`src/rtl/cpu_pkg.sv`:
```
// Shared CPU definitions: fetch FSM states, NOP encoding, default widths and PC step.
package cpu_pkg;

   localparam int unsigned DEF_ADDR_W = 32;
   localparam int unsigned DEF_INST_W = 32;
   localparam int unsigned PC_INC     = 4;
   localparam logic [31:0] NOP_INST   = 32'h0;

   typedef enum logic [1:0] {
      FetchIdle,
      FetchReq,
      FetchHold,
      FetchDiscard
   } fetch_state_e;

endpackage

```
`src/rtl/if_hold_buf.sv`:
```
// One-entry skid buffer parking a fetched instruction while the ID stage stalls.
module if_hold_buf
   import cpu_pkg::*;
#(
   parameter int unsigned ADDR_W = DEF_ADDR_W,
   parameter int unsigned INST_W = DEF_INST_W
) (
   input  logic              clk,
   input  logic              reset,
   input  logic              load_i,
   input  logic              clear_i,
   input  logic              drain_i,
   input  logic [INST_W-1:0] inst_i,
   input  logic [ADDR_W-1:0] pc_i,
   output logic [INST_W-1:0] inst_o,
   output logic [ADDR_W-1:0] pc_o,
   output logic              valid_o
);

   logic [INST_W-1:0] inst_q;
   logic [ADDR_W-1:0] pc_q;
   logic              valid_q;

   // Clear (flush) wins over load; drain only consumes the entry.
   always_ff @(posedge clk or posedge reset) begin
      if (reset) begin
         inst_q  <= INST_W'(NOP_INST);
         pc_q    <= '0;
         valid_q <= 1'b0;
      end else if (clear_i) begin
         inst_q  <= INST_W'(NOP_INST);
         pc_q    <= '0;
         valid_q <= 1'b0;
      end else if (load_i) begin
         inst_q  <= inst_i;
         pc_q    <= pc_i;
         valid_q <= 1'b1;
      end else if (drain_i) begin
         valid_q <= 1'b0;
      end
   end

   assign inst_o  = inst_q;
   assign pc_o    = pc_q;
   assign valid_o = valid_q;

endmodule

```
`src/rtl/if_fetch_ctrl.sv`:
```
// Instruction-fetch controller: drives the PC register, fetches from imem and loads IF/ID,
// absorbing memory wait states, ID stalls and branch/jump redirects.
module if_fetch_ctrl
   import cpu_pkg::*;
#(
   parameter int unsigned ADDR_W = DEF_ADDR_W,
   parameter int unsigned INST_W = DEF_INST_W,
   parameter int unsigned PC_INC = cpu_pkg::PC_INC
) (
   input  logic              clk,
   input  logic              reset,
   input  logic [ADDR_W-1:0] i_pc,
   output logic [ADDR_W-1:0] o_pc_next,
   output logic              o_pc_keep,
   output logic              o_imem_req,
   output logic [ADDR_W-1:0] o_imem_addr,
   input  logic              i_imem_ack,
   input  logic [INST_W-1:0] i_imem_rdata,
   input  logic              i_stall,
   input  logic              i_redirect,
   input  logic [ADDR_W-1:0] i_redirect_pc,
   output logic              o_inst_valid,
   output logic [INST_W-1:0] o_inst,
   output logic [ADDR_W-1:0] o_inst_pc
);

   fetch_state_e      state_q, state_d;
   logic              inst_valid_q, inst_valid_d;
   logic [INST_W-1:0] inst_q, inst_d;
   logic [ADDR_W-1:0] inst_pc_q, inst_pc_d;
   logic [ADDR_W-1:0] disc_addr_q, disc_addr_d;

   logic              buf_load, buf_clear, buf_drain, buf_valid;
   logic [INST_W-1:0] buf_inst;
   logic [ADDR_W-1:0] buf_pc;

   logic              imem_req, ack;
   logic [ADDR_W-1:0] pc_inc;

   assign imem_req    = (state_q == FetchReq) || (state_q == FetchDiscard);
   assign ack         = i_imem_ack & imem_req;
   assign pc_inc      = i_pc + ADDR_W'(PC_INC);
   assign o_imem_req  = imem_req;
   // Discard keeps presenting the abandoned address until its ack retires it.
   assign o_imem_addr = (state_q == FetchDiscard) ? disc_addr_q : i_pc;

   if_hold_buf #(
      .ADDR_W (ADDR_W),
      .INST_W (INST_W)
   ) u_hold_buf (
      .clk     (clk),
      .reset   (reset),
      .load_i  (buf_load),
      .clear_i (buf_clear),
      .drain_i (buf_drain),
      .inst_i  (i_imem_rdata),
      .pc_i    (i_pc),
      .inst_o  (buf_inst),
      .pc_o    (buf_pc),
      .valid_o (buf_valid)
   );

   always_comb begin
      state_d      = state_q;
      inst_valid_d = inst_valid_q;
      inst_d       = inst_q;
      inst_pc_d    = inst_pc_q;
      disc_addr_d  = disc_addr_q;
      o_pc_keep    = 1'b1;
      o_pc_next    = i_pc;
      buf_load     = 1'b0;
      buf_clear    = 1'b0;
      buf_drain    = 1'b0;

      if (i_redirect) begin
         o_pc_keep    = 1'b0;
         o_pc_next    = i_redirect_pc;
         inst_valid_d = 1'b0;
         buf_clear    = 1'b1;
         if (state_q == FetchReq && !ack) begin
            state_d     = FetchDiscard;
            disc_addr_d = i_pc;
         end else if (state_q == FetchDiscard && !ack) begin
            state_d = FetchDiscard;
         end else begin
            state_d = FetchReq;
         end
      end else begin
         unique case (state_q)
            FetchIdle: state_d = FetchReq;
            FetchReq: begin
               if (ack && !i_stall) begin
                  inst_d       = i_imem_rdata;
                  inst_pc_d    = i_pc;
                  inst_valid_d = 1'b1;
                  o_pc_keep    = 1'b0;
                  o_pc_next    = pc_inc;
               end else if (ack) begin
                  buf_load = 1'b1;
                  state_d  = FetchHold;
               end else if (!i_stall) begin
                  inst_valid_d = 1'b0;
               end
            end
            FetchHold: begin
               if (!i_stall) begin
                  inst_d       = buf_inst;
                  inst_pc_d    = buf_pc;
                  inst_valid_d = buf_valid;
                  buf_drain    = 1'b1;
                  o_pc_keep    = 1'b0;
                  o_pc_next    = pc_inc;
                  state_d      = FetchReq;
               end
            end
            FetchDiscard: begin
               if (ack) begin
                  state_d = FetchReq;
               end
            end
         endcase
      end
   end

   always_ff @(posedge clk or posedge reset) begin
      if (reset) begin
         state_q      <= FetchIdle;
         inst_valid_q <= 1'b0;
         inst_q       <= INST_W'(NOP_INST);
         inst_pc_q    <= '0;
         disc_addr_q  <= '0;
      end else begin
         state_q      <= state_d;
         inst_valid_q <= inst_valid_d;
         inst_q       <= inst_d;
         inst_pc_q    <= inst_pc_d;
         disc_addr_q  <= disc_addr_d;
      end
   end

   assign o_inst_valid = inst_valid_q;
   assign o_inst       = inst_q;
   assign o_inst_pc    = inst_pc_q;

endmodule

```
`config.mk`:
```
export PLATFORM = sky130hd
export DESIGN_NAME = if_fetch_ctrl
export DESIGN_NICKNAME = d
export VERILOG_FILES = /design/src/rtl/cpu_pkg.sv /design/src/rtl/if_hold_buf.sv /design/src/rtl/if_fetch_ctrl.sv
export SDC_FILE = /design/constraint.sdc
export NUM_CORES = 1
export LEC_CHECK = 0
export BUFFER_PORTS_ARGS = -buffer_cell sky130_fd_sc_hd__buf_2
export CORE_AREA = 2 2 141 143
export DETAILED_ROUTE_END_ITERATION = 8
export DIE_AREA = 0 0 143 145
export HOLD_SLACK_MARGIN = 0.08
export PLACE_DENSITY = 0.72
export REMOVE_ABC_BUFFERS = 1
export SETUP_SLACK_MARGIN = 0.3
export SYNTH_ARGS = -nofsm -noshare
export SYNTH_HDL_FRONTEND = slang
export SYNTH_SLANG_ARGS = --single-unit
```
`constraint.sdc`:
```
create_clock -name clk -period 5 [get_ports clk]
set_input_delay 1 -clock clk [delete_from_list [all_inputs] [get_ports clk]]
set_output_delay 1 -clock clk [all_outputs]
set_load 0.01 [all_outputs]
```
; ---- Yosys cells after proc, flatten, opt, wreduce, memory -nomap -nowiden
; Cells that the tools add are included.
; Widths: inputs -> output; s select.
[totals]
ff_bits = 164
wordCells = 81
output_inout_bits = 131
[op_classes]
add_sub_neg = 1
bitwise_logic = 2
eq_ne = 11
reduce_logical = 15
n_mux = 44
[op_table]
columns = cell, n
row1 = $mux 32, 12
row2 = $pmux 32 s2, 3
row3 = $add 32x3->32 const B, 1
row4 = $mux 1, 19
row5 = $mux 2, 7
row6 = $ne 3x3->1 const B, 4
row7 = $reduce_and 4->1, 3
row8 = $ne 4x3->1 const B, 2
row9 = $pmux 2 s4, 1
row10 = $reduce_bool 3->1, 2
row11 = $eq 2x2->1 const B, 2
row12 = $pmux 1 s2, 2
row13 = $reduce_bool 2->1, 2
row14 = $logic_and 1x1->1, 3
row15 = $eq 2x1->1 const B, 1
row16 = $logic_not 1->1, 2
row17 = $logic_not 2->1, 1
row18 = $ne 2x1->1 const B, 1
row19 = $ne 2x2->1 const B, 1
row20 = $reduce_and 2->1, 1
row21 = $and 1x1->1, 1
row22 = $logic_or 1x1->1, 1
row23 = $not 1->1, 1

; ---- Logic depth before layout (Yosys ltp)
[depth]
depth_word = 9
depth_mapped = 11
ltp_nobuf = 7

; ---- Hierarchy
; Synthesis repeated with hierarchy kept, for this count alone.
[unflattened]
hier_cells = 877
area_unflattened_um2 = 8713.4
[by_module_without_submodules]
columns = module, area_each_um2, seq_area_each_um2, instances, cells_per_inst
row1 = if_fetch_ctrl, 6039.5, 2477.4, 1, 666
row2 = if_hold_buf, 2673.8, 1626.6, 1, 211

; ---- Least setup slack after synthesis
; Ideal clock, no wire load.
[synth_path]
path_kind = input to output
start = input i_pc[8]
end = output o_pc_next[17]
required_time_ns = 4.000
arrival_time_ns = 2.463
path_stages = 6
path_slack_ns = 1.537
path_buffers = 1
path_cell_list = buf_2 > nand4_2 > or4_4 > o211a_1 > a2111oi_1 > a21oi_1
[synth_between]
elab_chain_len = 4
[synth_rtl]
columns = element, line_no
row1 = start: declaration, if_fetch_ctrl.sv:12  ; input logic [ADDR_W-1:0] i_pc,
row2 = $add 32x3->32 *, if_fetch_ctrl.sv:42  ; assign pc_inc = i_pc + ADDR_W'(PC_INC);
row3 = "$mux 32, on equally long branches", "if_fetch_ctrl.sv:106, if_fetch_ctrl.sv:92"
row4 = $pmux 32 s2 *, if_fetch_ctrl.sv:89  ; unique case (state_q)
row5 = $mux 32 *, if_fetch_ctrl.sv:75  ; if (i_redirect) begin
row6 = end: declaration, if_fetch_ctrl.sv:13  ; output logic [ADDR_W-1:0] o_pc_next,
; Every way passes the cells marked *; elsewhere a longest branch is shown, timed or not.

; ---- Worst setup path after layout
[layout_path]
start = register state_q[0]
end = output o_pc_next[15]
[layout_between]
elab_chain_len = 7
[layout_rtl]
columns = element, line_no
row1 = start: declaration, if_fetch_ctrl.sv:27  ; fetch_state_e state_q, state_d;
row2 = start signal: assignment, if_fetch_ctrl.sv:127  ; state_q <= FetchIdle;
row3 = start signal: assignment, if_fetch_ctrl.sv:133  ; state_q <= state_d;
row4 = $eq 2x1->1 / $eq 2x2->1 (equally long branches), "if_fetch_ctrl.sv:40, if_fetch_ctrl.sv:89"
row5 = $logic_or 1x1->1, if_fetch_ctrl.sv:40  ; assign imem_req = (state_q == FetchReq) || (state_q == FetchDiscard);
row6 = $and 1x1->1, if_fetch_ctrl.sv:41  ; assign ack = i_imem_ack & imem_req;
row7 = $logic_and 1x1->1, if_fetch_ctrl.sv:92  ; if (ack && !i_stall) begin
row8 = $mux 32, if_fetch_ctrl.sv:92
row9 = $pmux 32 s2 *, if_fetch_ctrl.sv:89
row10 = $mux 32 *, if_fetch_ctrl.sv:75
; Marked as above.

==> flow_metrics.tcl <==
set metrics [dict create \
    status "finished clean" \
    period_share_pct 83.5 \
    max_stage_delay_ns 0.77 \
    synth.top_cells.by_area "dfrtp_1 49%, mux2i_1 8.6%, mux2_2 7.7%" \
    dp_slack_ns 0.937 \
    clockBufferDepth 2 \
    drt_wl_total_um 23800 \
    met3WireLength_um 1680 \
    fin_crit_ns 4.17 \
    path_buf_inv 3 \
    post_cts_buffers 0 \
    power_frac_seq_pct 35.2 \
    worst_pin_slew_ns 1.06 \
    maxSlewHeadroom_pct 29.1 \
    start_kind "flop" \
    overflow 0 \
    final_common_cell "buf_2" \
    switchingPower_w 0.00219 \
    areaGrowthSynthToFinish_pct 22.4 \
    clock_skew_ns 0.00639 \
    critPathRequiredTime_ns 4.00 \
    gp_congestion 0.876 \
    rows 51 \
    setup-violations-final 0 \
    fmax_mhz 240 \
    grt_max_degree 89 \
    remaining_drc_errors 0 \
    hold_class "flop to flop" \
    die-width_um 143 \
    drv_cap 0 \
    final_cell_mix "231 x buf_2, 164 x dfrtp_1, 107 x nand2_1" \
    p_leak_nw 4.92 \
    drtPass1Iterations 5 \
    die_h_um 145 \
    drive_above_1_share_pct 34.3 \
    cp_data_arrival_time_ns 3.17 \
    cts_resized 0 \
    synth.avg_cell_area_um2 10.2 \
    min_from "o_inst_pc[15]" \
    io_pins 232 \
    endpoint_kind "output pin" \
    clock_latency_ns 0.42 \
    numPortBuffers 231 \
    crit_chain "inv_1 > ha_4 > buf_4 > nor2_1 > a211oi_1 > nor2_1 > a21oi_1 > buf_2" \
    synth-edff-count 0 \
    layout.nets 1119 \
    initial_core_util_pct 44.0 \
    htree_levels 4 \
    coreArea_um2 19200 \
    synth_cells 830 \
    viasPerCell 5.60 \
    yosysTopAreaCellShare_pct 48.5 \
    cpLargestDelayFamily "buffers and inverters" \
    path_clk_slew_ns 0.06 \
    cts_tree "done" \
    internal_power_w 0.00353 \
    final_util_pct 53.9 \
    dieArea_um2 20700 \
    cp_max_fo 48 \
    vias 7242 \
    met2_length_um 10600 \
    wirelength_met1_um 11000 \
    grt_pass1_wl_um 38300 \
    antenna_found_initial 1 \
    swShare_pct 38.3 \
    grt_usage_pct 23.3 \
    initialDrtViolationCount 567 \
    holdBufCountCts 0 \
    async_reset_ff_share_pct 100 \
    synth_seq_cells 164 \
    cts_buffers 17 \
    cts_num_sinks 164 \
    post-route-cell-area_um2 10300 \
    post_dp_cell_area_um2 9770 \
    crit_path_start "state_q[0]" \
    n_fill_cell 1742 \
    yosys.area.top_type "dfrtp_1" \
    ir_worst_vdd_mv 0.272 \
    clock_power_share_pct 22.3 \
    worst_path_max_delay_cell "buf_4" \
    netlist_area_um2 8450 \
    wl_per_cell_um 18.4 \
    power_density_nw_per_um2 553 \
    hold_violations 0 \
    yosysWarnings 0 \
    cpMostUsedCell "nor2_1" \
    rsz0062_at_grt "no" \
    crit_type "flop to output pin" \
    power.share.combinational_pct 42.5 \
    r2r-start "state_q[1]" \
    topRoutingLayerUsed "met4" \
    ys_seq_area_share_pct 48.5 \
    ys_types 56 \
    clock_tree.root_cell "clkbuf_16" \
    slew_viol_final 0 \
    ant_nets 0 \
    hpwl_um 15900 \
    fin_ws_ns 0.827 \
    synthFlopType "dfrtp_1" \
    grt_pass1_vias 6975 \
]
## registers in the layout (all words and copies together) (netlist names)
signal / flops
o_inst: 32
state_q: 2
disc_addr_q: 32
o_inst_pc: 32
o_inst_valid: 1
u_hold_buf.valid_o: 1
u_hold_buf.inst_o: 32
u_hold_buf.pc_o: 32
## worst min-delay path, delay by kind of cell, from the launching register on
family,cells,cell delay (ns)
compound gates,1,0.06
flops,1,0.34
simple gates,1,0.04
## final cells by class
class,count,area [µm²],share of cell area (%)
flip-flops and latches,164,4100,39.7
multi-input cells,564,3970,38.4
repair buffers,247,1290,12.5
clock buffers,20,447,4.32
well taps,265,332,3.21
clock inverters,12,123,1.19
inverters,20,80.1,0.774
diodes,1,2.50,0.0242
## worst paths after layout
kind	cells after the start	slack, ns	end
worst max register to register	6	2.31	u_hold_buf.pc_o[8]
min in group asynchronous	2	0.71	u_hold_buf.inst_o[3]
worst min register to register	2	0.47	o_inst_pc[15]
worst min-delay path	2	0.47	o_inst_pc[15]
max in group asynchronous	3	3.31	u_hold_buf.pc_o[29]
worst max-delay path	8	0.83	o_pc_next[15]
## per-stage QoR
stage / total power [W] / TNS, ns / hold slack, ns / cells
3_3_place_gp: 0.00441 / 0 / 0.455 / 1260
6_report: 0.00572 / 0 / 0.471 / 1293
2_1_floorplan: 0.00349 / -174.57 / 0.450 / 748
3_5_place_dp: 0.00447 / 0 / 0.465 / 1260
5_1_grt: 0.00610 / 0 / 0.496 / 1293
4_1_cts: 0.00576 / 0 / 0.479 / 1292
## cell usage after synthesis (all sizes together), types with 4 or more instances
master,instances
and3,9
o221ai,4
mux2,58
nor2,25
a22o,66
dfrtp,164
clkbuf,52
a21oi,28
o21ai,96
a22oi,4
inv,20
ha,4
a21o,4
nor4,11
buf,30
a31oi,4
nand3,13
nand2,107
nand4,8
mux2i,73
nand2b,4
nor3,5
## cells by family (layout without fill, tap and decap cells)
group,after synthesis,after routing,synth area share [%]
AO/OA/AOI/OAI,235,235,18.5
adder cells (fa/ha/maj),4,4,0.592
buffers and inverters,102,299,4.88
flip-flops,164,164,48.5
multiplexers,131,131,16.4
other,0,1,0
AND/OR/NAND/NOR,194,194,11.1
## power by group through the flow
stage | Sequential, W | Clock (W) | Combinational [W]
global placement | 0.00202 | 0 | 0.00240
global route | 0.00208 | 0.00136 | 0.00266
CTS | 0.00202 | 0.00130 | 0.00244
floorplan | 0.00214 | 0 | 0.00135
finish | 0.00202 | 0.00128 | 0.00243
detailed placement | 0.00204 | 0 | 0.00243
## metal layers
layer / GRT usage [%] / vias to the layer above
met3: 4.46 / 39
met1: 33.8 / 3530
met5: 0 / -
li1: - / 3378
met2: 34.9 / 295
met4: 7.77 / 0
Note: power is estimated with default switching activity, not from simulation.
